## config.mk

```make
export PLATFORM = sky130hd
export DESIGN_NAME = rv32_decode_queue
export DESIGN_NICKNAME = d
export VERILOG_FILES = /design/src/rtl/rv32_decode_queue.sv
export SDC_FILE = /design/constraint.sdc
export NUM_CORES = 1
export LEC_CHECK = 0
export CAP_MARGIN = 20
export CORE_ASPECT_RATIO = 1.5
export CORE_MARGIN = 5
export CORE_UTILIZATION = 55
export CTS_CLUSTER_SIZE = 10
export DETAILED_ROUTE_END_ITERATION = 8
export DONT_BUFFER_PORTS = 1
export GPL_TIMING_DRIVEN = 0
export HOLD_SLACK_MARGIN = 0.15
export PLACE_DENSITY = 0.71
export SYNTH_ARGS = -nofsm -noshare
export SYNTH_HDL_FRONTEND = slang
export SYNTH_SLANG_ARGS = --single-unit
```

## constraint.sdc

```tcl
create_clock -name clk -period 23.2 [get_ports clk]
set_input_delay 4.64 -clock clk [delete_from_list [all_inputs] [get_ports clk]]
set_output_delay 4.64 -clock clk [all_outputs]
set_load 0.05 [all_outputs]
```

## src/rtl/rv32_decode_queue.sv

```systemverilog
// rtl/rv32_decode_queue.sv - RV32 decode stage with a DEPTH-entry output queue
//
// Decodes raw instruction words from fetch into control fields. The results
// are buffered in a circular queue so fetch can keep running while execute
// stalls.
//
// Optional feature macro: RV32_DECODE_ILLEGAL_TRAP_EN
//   Defined   : dec_illegal flags instructions that do not decode.
//   Undefined : dec_illegal tied 0, and those instructions become NOOPs.
//
// Ports:
//   clk, rst            clock, asynchronous active-high reset
//   in_valid/in_ready   fetch handshake; in_instr, in_pc carry the word
//   flush               drop all queued entries and any same-cycle input
//   dec_valid/dec_ready execute handshake on the queue head
//   dec_*               decoded fields of the head entry (NOOP when empty)
module rv32_decode_queue #(
    parameter int XLEN   = 32,
    parameter int REG_AW = 5,
    parameter int DEPTH  = 2
) (
    input  logic              clk,
    input  logic              rst,
    input  logic              in_valid,
    output logic              in_ready,
    input  logic [31:0]       in_instr,
    input  logic [XLEN-1:0]   in_pc,
    input  logic              flush,
    output logic              dec_valid,
    input  logic              dec_ready,
    output logic [XLEN-1:0]   dec_pc,
    output logic [3:0]        dec_alu_op,
    output logic              dec_alu_alt,
    output logic [1:0]        dec_mem_op,
    output logic [1:0]        dec_mem_size,
    output logic              dec_mem_unsigned,
    output logic              dec_wb_en,
    output logic [REG_AW-1:0] dec_rs1,
    output logic [REG_AW-1:0] dec_rs2,
    output logic [REG_AW-1:0] dec_rd,
    output logic [XLEN-1:0]   dec_imm,
    output logic [2:0]        dec_ctrl,
    output logic [2:0]        dec_br_func,
    output logic              dec_illegal
);

    localparam int PW = (DEPTH > 1) ? $clog2(DEPTH) : 1;
    localparam int CW = $clog2(DEPTH + 1);

    localparam logic [3:0] ALU_NOOP = 4'd8;
    localparam logic [1:0] MEM_LOAD = 2'b00;
    localparam logic [1:0] MEM_STORE = 2'b01;
    localparam logic [1:0] MEM_NOOP = 2'b11;

    typedef struct packed {
        logic [XLEN-1:0]   pc;
        logic [3:0]        alu_op;
        logic              alu_alt;
        logic [1:0]        mem_op;
        logic [1:0]        mem_size;
        logic              mem_unsigned;
        logic              wb_en;
        logic [REG_AW-1:0] rs1;
        logic [REG_AW-1:0] rs2;
        logic [REG_AW-1:0] rd;
        logic [XLEN-1:0]   imm;
        logic [2:0]        ctrl;
        logic [2:0]        br_func;
        logic              illegal;
    } entry_t;

    entry_t          dec_now;
    entry_t          head_ent;
    entry_t          noop_ent;
    entry_t          mem [DEPTH];
    logic [PW-1:0]   head;
    logic [PW-1:0]   tail;
    logic [CW-1:0]   count;
    logic            full;
    logic            push;
    logic            pop;
    logic            illegal;
    logic [31:0]     imm32;

    logic [6:0] opcode;
    logic [2:0] funct3;
    logic [6:0] funct7;

    assign opcode = in_instr[6:0];
    assign funct3 = in_instr[14:12];
    assign funct7 = in_instr[31:25];

    function automatic logic [PW-1:0] ptr_inc(input logic [PW-1:0] p);
        return (p == PW'(DEPTH - 1)) ? '0 : p + 1'b1;
    endfunction

    // Decode. Anything that does not decode leaves every control field at
    // its NOOP default; only the register index fields are always extracted.
    always_comb begin
        dec_now         = '0;
        dec_now.pc      = in_pc;
        dec_now.alu_op  = ALU_NOOP;
        dec_now.mem_op  = MEM_NOOP;
        dec_now.rs1     = REG_AW'(in_instr[19:15]);
        dec_now.rs2     = REG_AW'(in_instr[24:20]);
        dec_now.rd      = REG_AW'(in_instr[11:7]);
        illegal         = 1'b0;
        imm32           = '0;
        case (opcode)
            7'b0010011: begin
                dec_now.alu_op  = {1'b0, funct3};
                dec_now.alu_alt = (funct3 == 3'b101) & in_instr[30];
                dec_now.wb_en   = 1'b1;
                imm32           = {{20{in_instr[31]}}, in_instr[31:20]};
            end
            7'b0110011: begin
                if (funct7 == 7'b0000000 ||
                    (funct7 == 7'b0100000 && (funct3 == 3'b000 || funct3 == 3'b101))) begin
                    dec_now.alu_op  = {1'b0, funct3};
                    dec_now.alu_alt = in_instr[30];
                    dec_now.wb_en   = 1'b1;
                end else begin
                    illegal = 1'b1;
                end
            end
            7'b0000011: begin
                if (funct3 == 3'b000 || funct3 == 3'b001 || funct3 == 3'b010 ||
                    funct3 == 3'b100 || funct3 == 3'b101) begin
                    dec_now.alu_op       = 4'd0;
                    dec_now.mem_op       = MEM_LOAD;
                    dec_now.mem_size     = funct3[1:0];
                    dec_now.mem_unsigned = funct3[2];
                    dec_now.wb_en        = 1'b1;
                    imm32                = {{20{in_instr[31]}}, in_instr[31:20]};
                end else begin
                    illegal = 1'b1;
                end
            end
            7'b0100011: begin
                if (funct3 <= 3'b010) begin
                    dec_now.alu_op   = 4'd0;
                    dec_now.mem_op   = MEM_STORE;
                    dec_now.mem_size = funct3[1:0];
                    imm32            = {{20{in_instr[31]}}, in_instr[31:25], in_instr[11:7]};
                end else begin
                    illegal = 1'b1;
                end
            end
            7'b1100011: begin
                if (funct3 != 3'b010 && funct3 != 3'b011) begin
                    dec_now.ctrl    = 3'd1;
                    dec_now.br_func = funct3;
                    imm32 = {{20{in_instr[31]}}, in_instr[7], in_instr[30:25],
                             in_instr[11:8], 1'b0};
                end else begin
                    illegal = 1'b1;
                end
            end
            7'b1101111: begin
                dec_now.ctrl  = 3'd2;
                dec_now.wb_en = 1'b1;
                imm32 = {{12{in_instr[31]}}, in_instr[19:12], in_instr[20],
                         in_instr[30:21], 1'b0};
            end
            7'b1100111: begin
                if (funct3 == 3'b000) begin
                    dec_now.ctrl  = 3'd3;
                    dec_now.wb_en = 1'b1;
                    imm32         = {{20{in_instr[31]}}, in_instr[31:20]};
                end else begin
                    illegal = 1'b1;
                end
            end
            7'b0110111: begin
                dec_now.ctrl  = 3'd4;
                dec_now.wb_en = 1'b1;
                imm32         = {in_instr[31:12], 12'b0};
            end
            7'b0010111: begin
                dec_now.ctrl  = 3'd5;
                dec_now.wb_en = 1'b1;
                imm32         = {in_instr[31:12], 12'b0};
            end
            7'b0001111, 7'b1110011: begin
                // FENCE and SYSTEM have no effect in this core
            end
            default: illegal = 1'b1; // also catches instr[1:0] != 2'b11
        endcase
        dec_now.imm = XLEN'($signed(imm32));
        if (in_instr[11:7] == 5'd0) begin
            dec_now.wb_en = 1'b0;
        end
`ifdef RV32_DECODE_ILLEGAL_TRAP_EN
        dec_now.illegal = illegal;
`else
        // Flag tied low; the instruction already decoded as a NOOP above.
        dec_now.illegal = illegal & 1'b0;
`endif
    end

    always_comb begin
        noop_ent        = '0;
        noop_ent.alu_op = ALU_NOOP;
        noop_ent.mem_op = MEM_NOOP;
    end

    assign full      = (count == CW'(DEPTH));
    assign dec_valid = (count != '0);
    // A full queue can still accept when the head leaves in the same cycle.
    assign in_ready  = !full || dec_ready;
    assign push      = in_valid && in_ready && !flush;
    assign pop       = dec_valid && dec_ready && !flush;

    always_ff @(posedge clk or posedge rst) begin
        if (rst) begin
            head  <= '0;
            tail  <= '0;
            count <= '0;
        end else if (flush) begin
            head  <= '0;
            tail  <= '0;
            count <= '0;
        end else begin
            if (push) begin
                tail <= ptr_inc(tail);
            end
            if (pop) begin
                head <= ptr_inc(head);
            end
            if (push && !pop) begin
                count <= count + 1'b1;
            end else if (pop && !push) begin
                count <= count - 1'b1;
            end
        end
    end

    // Storage needs no reset: it is only visible while count is non-zero.
    always_ff @(posedge clk) begin
        if (push) begin
            mem[tail] <= dec_now;
        end
    end

    assign head_ent = dec_valid ? mem[head] : noop_ent;

    assign dec_pc           = head_ent.pc;
    assign dec_alu_op       = head_ent.alu_op;
    assign dec_alu_alt      = head_ent.alu_alt;
    assign dec_mem_op       = head_ent.mem_op;
    assign dec_mem_size     = head_ent.mem_size;
    assign dec_mem_unsigned = head_ent.mem_unsigned;
    assign dec_wb_en        = head_ent.wb_en;
    assign dec_rs1          = head_ent.rs1;
    assign dec_rs2          = head_ent.rs2;
    assign dec_rd           = head_ent.rd;
    assign dec_imm          = head_ent.imm;
    assign dec_ctrl         = head_ent.ctrl;
    assign dec_br_func      = head_ent.br_func;
    assign dec_illegal      = head_ent.illegal;

endmodule

```

### Word-level counts from Yosys, hierarchy flattened

Memory sizes are Yosys's and may differ from the RTL's.
Cells that the tools add are included.

| word-level totals | value |
|---|---|
| bits in writable memories | 192 |
| bits in registers | 4 |
| bits of input ports | 69 |
| memories kept | 1 |
| logic and storage cells | 89 |
| bits in latches | 0 |
| ROM bits | 0 |
| output and inout bits | 99 |

Memories:

| name | depth | width | read ports | clocked after memory_dff | write ports | RTL line | text |
|---|---|---|---|---|---|---|---|
| mem | 2 | 96 | 1 | 0 | 1 | 75 | `entry_t mem [DEPTH];` |

| cells by class | value |
|---|---|
| reduce and logical (&&, ||, !) cells | 28 |
| div/mod/pow operators | 0 |
| bitwise operators | 1 |
| mux-type cells | 34 |
| shifts and indexed selects | 0 |
| magnitude comparators | 1 |
| equality and inequality tests | 17 |
| $add $sub $neg | 4 |
| $mul | 0 |

Operators by type and width:

| operator | count |
|---|---|
| $pmux W32 S7 | 1 |
| $mux W32 | 4 |
| $mux W97 | 1 |
| $eq A7 B6 Y1 const B | 4 |
| $eq A7 B7 Y1 const B | 3 |
| $mux W4 | 4 |
| $pmux W4 S4 | 1 |
| $pmux W3 S5 | 1 |
| $eq A7 B5 Y1 const B | 2 |
| $mux W1 | 12 |
| $logic_and A1 B1 Y1 | 8 |
| $mux W2 | 4 |
| $pmux W4 S2 | 1 |
| $eq A7 B2 Y1 const B | 1 |
| $logic_not A7 Y1 | 1 |
| $logic_or A1 B1 Y1 | 7 |
| $eq A3 B3 Y1 const B | 2 |
| $mux W6 | 1 |
| $ne A3 B2 Y1 const B | 2 |
| $reduce_bool A2 Y1 | 3 |
| $logic_not A5 Y1 | 1 |
| $mux W5 | 1 |
| $logic_not A1 Y1 | 4 |
| $pmux W1 S4 | 1 |
| 14 further kinds | 15 |

### Longest topological paths before layout

Gate-level depths: netlist of the first run.

| logic depth | value |
|---|---|
| depth after elaboration | 10 |
| gate-level depth with buffers | 6 |

### Worst setup path after synthesis of the first run

Ideal clock, no wire load.

| timing | value |
|---|---|
| path kind | input -> register |
| start | input dec_ready |
| end | memory mem[1][0] (netlist bit), enable pin |
| stages | 3 |
| arrival | 12.085 ns |
| slack | 10.425 ns |
| required time | 22.510 ns |
| path through | or3b_2 nand2_1 nor3b_1 |

| on the way | value |
|---|---|
| word-level cells in the longest chain between the ends | 5 |

RTL lines:

| element | RTL line | text |
|---|---|---|
| start: declaration | 30 | `input logic dec_ready,` |
| $logic_or A1 B1 Y1 | 210 | `assign in_ready = !full \|\| dec_ready;` |
| $logic_and A1 B1 Y1 (2 in series) | 211 | `assign push = in_valid && in_ready && !flush;` |
| $mux W1 | 240 | `if (push) begin` |
| $mux W1 (not written as such) | 241 | `mem[tail] <= dec_now;` |
| end: declaration | 75 |  |

No other way between the ends.

### Worst setup path in the final report of the first run

| timing | value |
|---|---|
| start | input dec_ready |
| end | output in_ready |

| on the way | value |
|---|---|
| word-level cells in the longest chain between the ends | 1 |

RTL lines:

| element | RTL line | text |
|---|---|---|
| $logic_or A1 B1 Y1 | 210 |  |
| end: declaration | 25 | `output logic in_ready,` |

No other way between the ends.

==> run_results.csv, run 1 <==
group,metric,value,unit
run_status,status,"complete, no violations",
global_route,grt_overflow_total,0,
global_route,grt_antenna_before_repair,0,
cells_and_area,nFillCells,1145,
cells_and_area,fin_nets,681,
synth,synth.avg_cell_area,14.6,sq um
routing,via_count,4768,
die,die_y,161,microns
synth,synth_warnings,0,
placed_design,place_area,8850,sq um
timing,timing.fmax,101,MHz
critical_path,max_stage_delay,0.60,ns
timing,rsz0062_at_grt,"no",
global_route,grt_pass1_vias,4923,
min_path,hp-class,"flop to flop",
critical_path,crit_fanout,6,
die,rows,55,
cts,cts_root_buf,"clkbuf_16",
synth,ys_seq_elements,196,
routing,ant_nets,0,
synth,synth-edff-count,192,
synth,synth_cells,575,
critical_path,start_kind,"primary input",
placed_design,dp_cells,792,
timing,fin_tns_setup,0,ns
die,die_w,111,microns
timing,post-route-period-util,42.6,%
critical_path,worstSetupEndpointType,"primary output",
cts,cts_resized,0,
critical_path,cp_slowest_cell,"or3b_2",
timing,whs,0.590,ns
timing,setup_viol,0,
synth,synth_flop_cell,"edfxtp_1",
routing,postRouteWirelength,18000,microns
die,die_area,17900,sq um
cts,cts_tree,"yes",
synth,yosys-top-cells-area,"edfxtp_1 69%, mux2i_1 12%, nor2_1 4.7%",
die,ioPinCount,168,
cts,hold_buffers,0,
timing,worst_pin_slew,1.03,ns
placed_design,dp_hpwl,13300,microns
routing,first_iter_violations,254,
critical_path,cp_num_buf_inv,0,
cells_and_area,antenna_cells,0,
timing,drv_slew,0,
die,start_util,55.7,%
critical_path,required,18.56,ns
cts,cts.sinks,196,
synth,seq_area_frac_synth,69.9,%
routing,drc,0,
cells_and_area,layout-drive-gt1-share,15.8,%
cts,cts.clk_slew.worst_paths,0.07,ns
synth,syn-num-nets,644,
cells_and_area,area_growth,12.1,%
cts,post_cts_buffers,0,
critical_path,crit_family,"simple AND/OR/NAND/NOR gates",
cts,h-tree-depth,4,
critical_path,cp.arrival,5.25,ns
synth,synth_top_area_share,68.7,%
timing,min_period,9.89,ns
pwr,powerDensity,84.3,nW/um^2
timing,slew_headroom,31.4,%
synth,synth.distinct_cells,56,
global_route,grt_pass1_wl,27500,microns
routing,drt_pass1_iterations,5,
global_route,grt_max_degree,18,
flow_run,cap_violations,0,
synth,synth_top_cell_by_area,"edfxtp_1",
routing,wl_per_cell,21.8,microns
routing,via_per_inst,5.79,
cts,cts_buffers,17,
timing,finalHoldViolCount,0,
timing,clock_skew,0.0106,ns
critical_path,crit_path_cell_trace,"or3b_2",
placed_design,io_buffers,0,
critical_path,crit_type,"primary input to primary output",
cells_and_area,fin_area,9420,sq um
cts,clockBufferDepth,2,
die,core-area,15100,sq um
pwr,ir_worst_vdd,0.0000629,V
cells_and_area,instances_no_fill,824,
placed_design,gp_congestion,0.837,
synth,async_flop_share,2.04,%
pwr,p_leak,0.00307,uW
synth,synth_area,8400,sq um
cts,clock_latency,0.42,ns
global_route,grt_usage,20.1,%
==> cells in the final DEF (no fill, tap or decap), types with 2 or more instances in the layout <==
master	n
and3_1	2
nor2_1	106
a21oi_1	16
nand2_1	23
a21boi_0	5
clkinv_1	2
buf_4	3
nor2b_1	2
clkbuf_16	17
clkinv_2	2
mux2i_1	97
edfxtp_1	192
buf_2	12
clkbuf_1	18
dfrtp_1	4
nand3_1	3
nor3_1	6
clkinv_4	2
o21ai_2	19
a22o_1	4
inv_6	4
inv_1	6
buf_6	19
a31oi_1	2
nor3b_1	4
o21ai_0	7
xor2_1	3
or4_1	3
nand4_1	2
nand2b_1	4
==> flip-flops by register name, summed over array words and instances (netlist names) <==
| name | count |
|---|---|
| count | 2 |
| tail | 1 |
| head | 1 |
| mem | 192 |
==> final timing paths <==
path / start / endpoint / slack [ns] / depth (start not counted)
hold / removal: tail$_DFFE_PP0P_ / tail$_DFFE_PP0P_ / 0.59 / 2
hold reg to reg: tail$_DFFE_PP0P_ / tail$_DFFE_PP0P_ / 0.59 / 2
setup reg to reg: count[1]$_DFFE_PP0P_ / mem[0][9]$_DFFE_PP_ / 20.31 / 9
max in group asynchronous: rst / head$_DFFE_PP0P_ / 19.06 / 1
setup / recovery: dec_ready / in_ready / 13.31 / 1
min in group asynchronous: rst / count[1]$_DFFE_PP0P_ / 3.98 / 1
==> through the flow <==
| step | total power (uW) | util [%] | worst slack [ns] |
|---|---|---|---|
| after global routing | 823 | 62.5 | 13.31 |
| final | 794 | 62.5 | 13.31 |
| after CTS | 799 | 62.5 | 13.31 |
| after detailed placement | 525 | 58.8 | 13.31 |
| after floorplan | 508 | - | 10.42 |
| after global placement | 524 | 57.4 | 7.18 |
==> where the power goes <==
part | switching, uW | leakage (uW) | total (uW) | internal, uW
Sequential | 3.32 | 0.00180 | 405 | 402
Combinational | 87.4 | 0.000996 | 110 | 22.6
Clock | 128 | 0.000276 | 279 | 150
Total | 219 | 0.00307 | 794 | 575
==> per-layer routing <==
metal  up-vias  track usage [%]  wire [microns]
li1       2214                -               -
met4         0             6.55             313
met5         -                0               0
met1      2323             21.9            6470
met2       205             36.2            9650
met3        26             7.23            1530
==> synthesized netlist by cell type, drive strengths merged (3+ instances only) <==
master and count:
a21boi 7, a21oi 16, a22o 4, buf 16, clkbuf 17, dfrtp 4
edfxtp 192, inv 6, mux2i 97, nand2 23, nand2b 4, nand3 3
nor2 106, nor3 7, nor3b 5, o21ai 26, or4 3, xor2 3
==> kinds of logic after synthesis <==
group	after synthesis	synth area share (%)
DFF	196	69.9
other	1	0.0447
muxes	97	11.6
xor gates and xnor gates	3	0.313
and+or+nand+nor	172	9.52
buffers and inverters	39	2.24
AOI/OAI and AO/OA	67	6.47
==> cell type report <==
type | instances | area [sq um] | share of cell area [%]
flip-flops and latches | 196 | 5870 | 62.3
multi-input cells | 340 | 2350 | 25.0
clock buffers | 19 | 433 | 4.60
well taps | 199 | 249 | 2.64
repair buffers | 18 | 199 | 2.11
plain buffers | 33 | 165 | 1.75
clock inverters | 13 | 128 | 1.36
inverters | 6 | 22.5 | 0.239
Power figures use the tool's default switching activity.
==> run 2: changes to the inputs <==
==> constraint.sdc (replaced) <==
create_clock -name clk -period 9.8 [get_ports clk]
set_input_delay 1.96 -clock clk [delete_from_list [all_inputs] [get_ports clk]]
set_output_delay 1.96 -clock clk [all_outputs]
set_load 0.05 [all_outputs]
==> run_results.csv, run 2 (synthesis results as in run 1) <==
group,metric,value,unit
routing,postRouteWirelength,17900,microns
cells_and_area,utilization,62.4,%
min_path,hp-class,"flop to flop",
routing,drt_pass1_iterations,5,
global_route,grt_pass1_wl,27200,microns
critical_path,cp_num_buf_inv,2,
timing,rsz0062_at_grt,"no",
routing,ant_nets,0,
timing,post-route-period-util,47.7,%
die,start_util,55.7,%
pwr,powerDensity,196,nW/um^2
placed_design,place_area,8880,sq um
cts,cts_buffers,17,
global_route,grt_antenna_before_repair,0,
global_route,grt_usage,19.9,%
critical_path,path_depth,4,
timing,setup_viol,0,
cells_and_area,final_common_cell,"edfxtp_1",
timing,fin_tns_setup,0,ns
pwr,ir_worst_vdd,0.000111,V
placed_design,dp_hpwl,13200,microns
critical_path,worstSetupEndpointType,"primary output",
critical_path,crit_type,"flop to primary output",
critical_path,crit_family,"buffers and inverters",
die,ioPinCount,168,
global_route,grt.met1_usage,21.8,%
global_route,top_usage_layer,"met2",
cts,cts_resized,0,
timing,clock_skew,0.00601,ns
global_route,grt_overflow_total,0,
timing,min_period,4.68,ns
critical_path,max_stage_delay,0.60,ns
routing,via_count,4750,
cells_and_area,area_growth,12.1,%
global_route,grt_max_degree,22,
cts,cts.sinks,196,
critical_path,cp_slowest_cell,"clkbuf_1",
routing,via_per_inst,5.79,
die,die_w,111,microns
timing,finalHoldViolCount,0,
global_route,grt_use_met2,36.0,%
flow_run,cap_violations,0,
placed_design,io_buffers,0,
die,die_y,161,microns
cells_and_area,registers.top_by_ff_count,"mem",
timing,whs,0.617,ns
global_route,grtUsageMet3,6.60,%
pwr,power.total,1840,uW
cts,cts_tree,"yes",
cells_and_area,mostFrequentLayoutCells,"192 x edfxtp_1, 106 x nor2_1, 97 x mux2i_1",
cts,clock_latency,0.41,ns
die,core-area,15100,sq um
cts,clockBufferDepth,2,
timing,drv_slew,0,
cts,cts.clk_slew.worst_paths,0.07,ns
cells_and_area,fin_nets,678,
placed_design,gp_congestion,0.830,
cells_and_area,antenna_cells,0,
die,rows,55,
cts,hold_buffers,0,
routing,first_iter_violations,252,
timing,worst_pin_slew,1.01,ns
critical_path,crit_fanout,10,
cts,cts_root_buf,"clkbuf_16",
routing,wl_per_cell,21.8,microns
cells_and_area,fin_area,9410,sq um
critical_path,required,7.84,ns
die,die_area,17900,sq um
pwr,p_leak,0.00306,uW
cts,post_cts_buffers,0,
routing,drc,0,
timing,slew_headroom,32.1,%
critical_path,start_kind,"flop",
critical_path,r2r_cells,8,
global_route,grt_pass1_vias,4849,
cells_and_area,layout-drive-gt1-share,15.4,%
critical_path,cp.arrival,2.72,ns
min_path,hold-path-cell-count,2,
cts,h-tree-depth,4,
cells_and_area,largest_reg_flops,192,
cells_and_area,top_regs,"mem: 192 flops, count: 2 flops",
run_status,status,"complete, no violations",
timing,timing.fmax,214,MHz
critical_path,crit_path_cell_trace,"nor2_1 > clkbuf_1 > clkbuf_1 > nor2_1",
## run 2: cell count changes in the layout (fill, tap and decap cells not counted), sizes merged
cell,delta
inv,+1
clkinv,+1
clkbuf,-1
bufinv,-1
buf,-3
## run 2: final timing paths
| path | from | endpoint | slack [ns] |
|---|---|---|---|
| setup reg to reg | count[1]$_DFFE_PP0P_ | mem[1][40]$_DFFE_PP_ | 6.88 |
| setup / recovery | count[1]$_DFFE_PP0P_ | dec_rd[0] | 5.12 |
| max in group asynchronous | rst | count[1]$_DFFE_PP0P_ | 8.34 |
| hold reg to reg | tail$_DFFE_PP0P_ | tail$_DFFE_PP0P_ | 0.62 |
| min in group asynchronous | rst | tail$_DFFE_PP0P_ | 1.31 |
| hold / removal | tail$_DFFE_PP0P_ | tail$_DFFE_PP0P_ | 0.62 |
## run 2: final cells by class
class,count,area (sq um)
well taps,199,249
clock buffers,18,429
flip-flops and latches,196,5870
repair buffers,15,216
fillers,1151,5660
inverters,6,22.5
plain buffers,33,165
multi-input cells,340,2360
clock inverters,14,103
## run 2: power by group
part	internal, uW	total, uW	switching [uW]
sequential	952	960	8.09
combinational	54.8	262	207
clock	328	622	294
## run 2: per-layer routing
| layer | up-vias | wire (microns) | part of all wire, % |
|---|---|---|---|
| li1 | 2206 | - | - |
| met1 | 2339 | 6340 | 35 |
| met2 | 181 | 9760 | 55 |
| met3 | 24 | 1450 | 8.1 |
| met4 | 0 | 335 | 1.9 |
| met5 | - | 0 | 0 |
## run 2: worst min-delay path, cell delays in order, from the launching register on
cell	delay, ns
dfrtp_1	0.40
xor2_1	0.09
nor2_1	0.09
## run 2: stage by stage
step	instances	worst slack (ns)
2_1_floorplan	575	0.210
3_3_place_gp	774	-2.93
3_5_place_dp	789	5.27
4_1_cts	821	5.09
5_1_grt	821	4.96
6_report	821	5.12
==> run 3: changes to the inputs <==
==> constraint.sdc (replaced) <==
create_clock -name clk -period 4.9 [get_ports clk]
set_input_delay 0.98 -clock clk [delete_from_list [all_inputs] [get_ports clk]]
set_output_delay 0.98 -clock clk [all_outputs]
set_load 0.05 [all_outputs]
==> run_results.csv, run 3 (synthesis results as in run 1) <==
group,metric,value,unit
routing,first_iter_violations,278,
cts,hold_buffers,0,
timing,slew_headroom,32.8,%
die,start_util,55.7,%
cells_and_area,nFillCells,1130,
critical_path,rrSetupSlack,2.26,ns
min_path,hp-class,"primary input to async pin",
cts,clock_latency,0.42,ns
cts,clockBufferDepth,2,
pwr,powerDensity,401,nW/um^2
global_route,grt_max_degree,23,
run_status,status,"complete, no violations",
global_route,grt_antenna_before_repair,0,
die,die_y,161,microns
cts,cts_root_buf,"clkbuf_16",
timing,timing.fmax,272,MHz
global_route,grt_usage,20.0,%
placed_design,io_buffers,0,
routing,wl_per_cell,21.9,microns
cells_and_area,mostFrequentLayoutCells,"192 x edfxtp_1, 106 x nor2_1, 97 x mux2i_1",
cells_and_area,largest_reg_flops,192,
timing,drv_slew,0,
cts,post_cts_buffers,0,
routing,drc,0,
pwr,ir_worst_vdd,0.000236,V
die,die_w,111,microns
cts,cts_tree,"yes",
die,rows,55,
pwr,power.total,3800,uW
cells_and_area,fin_nets,675,
die,ioPinCount,168,
global_route,grt_pass1_wl,27400,microns
critical_path,crit_type,"flop to primary output",
global_route,grt_overflow_total,0,
global_route,grt_pass1_vias,4956,
cells_and_area,antenna_cells,0,
timing,whs,0.313,ns
die,core-area,15100,sq um
critical_path,crit_fanout,10,
cells_and_area,utilization,62.9,%
cts,cts_buffers,17,
cells_and_area,fin_area,9480,sq um
timing,worst_pin_slew,1.00,ns
placed_design,gp_congestion,0.854,
critical_path,cp.arrival,2.69,ns
routing,ant_nets,0,
cts,h-tree-depth,4,
pwr,p_leak,0.00308,uW
timing,setup_viol,0,
critical_path,required,3.92,ns
critical_path,start_kind,"flop",
timing,clock_skew,0.0122,ns
routing,via_per_inst,5.77,
cells_and_area,area_growth,12.9,%
cts,cts.sinks,196,
cells_and_area,layout-drive-gt1-share,15.7,%
cts,cts.clk_slew.worst_paths,0.08,ns
routing,drt_pass1_iterations,4,
cts,cts_resized,0,
timing,finalHoldViolCount,0,
routing,via_count,4718,
cells_and_area,final_common_cell,"edfxtp_1",
timing,min_period,3.67,ns
cells_and_area,registers.top_by_ff_count,"mem",
cells_and_area,top_regs,"mem: 192 flops, count: 2 flops",
timing,post-route-period-util,74.9,%
placed_design,place_area,8900,sq um
critical_path,worstSetupEndpointType,"primary output",
flow_run,cap_violations,0,
routing,postRouteWirelength,17900,microns
placed_design,dp_hpwl,13200,microns
die,die_area,17900,sq um
timing,rsz0062_at_grt,"no",
-- run 3: area by class of cell --
cell class,instances,area [sq um],area share (%)
plain buffers,33,165,1.74
flip-flops and latches,196,5870,61.9
repair buffers,12,230,2.43
inverters,6,22.5,0.237
clock inverters,15,159,1.68
multi-input cells,340,2370,25.0
well taps,199,249,2.63
clock buffers,17,425,4.49
-- run 3: path summary, 6_finish.rpt --
| kind | from | end | cells after the start |
|---|---|---|---|
| max | count[1]$_DFFE_PP0P_ | dec_rd[0] | 4 |
| min | rst | count[0]$_DFFE_PP0P_ | 1 |
| max reg2reg | count[1]$_DFFE_PP0P_ | mem[0][52]$_DFFE_PP_ | 7 |
| min reg2reg | count[0]$_DFFE_PP0P_ | count[1]$_DFFE_PP0P_ | 2 |
| max in group asynchronous | rst | head$_DFFE_PP0P_ | 1 |
| min in group clk | count[0]$_DFFE_PP0P_ | count[1]$_DFFE_PP0P_ | 2 |
-- run 3: critical path, stage by stage (launching register included) --
cell      delay [ns]
dfrtp_1         0.44
nor2_1          0.26
clkbuf_1        0.56
clkbuf_1        0.57
nor2_1          0.42
-- run 3: stage by stage --
stage / setup TNS (ns) / cells / setup slack (ns)
floorplan: 0 / 575 / 0.496
global placement: -91.44 / 774 / -0.599
detailed placement: 0 / 786 / 1.67
CTS: 0 / 818 / 1.20
global route: 0 / 818 / 1.09
finish: 0 / 818 / 1.23
-- run 3: where the power goes --
part	internal (uW)	switching [uW]	leakage (uW)
Sequential	1900	16.6	0.00180
Clock	686	665	0.000281
Combinational	112	415	0.000996
-- run 3: per-layer routing --
metal / wire length, microns / global-route usage [%] / share of wire (%)
met4: 412 / 7.17 / 2.3
met5: 0 / 0 / 0
met2: 9780 / 36.2 / 55
met1: 6190 / 21.3 / 35
met3: 1510 / 7.46 / 8.5
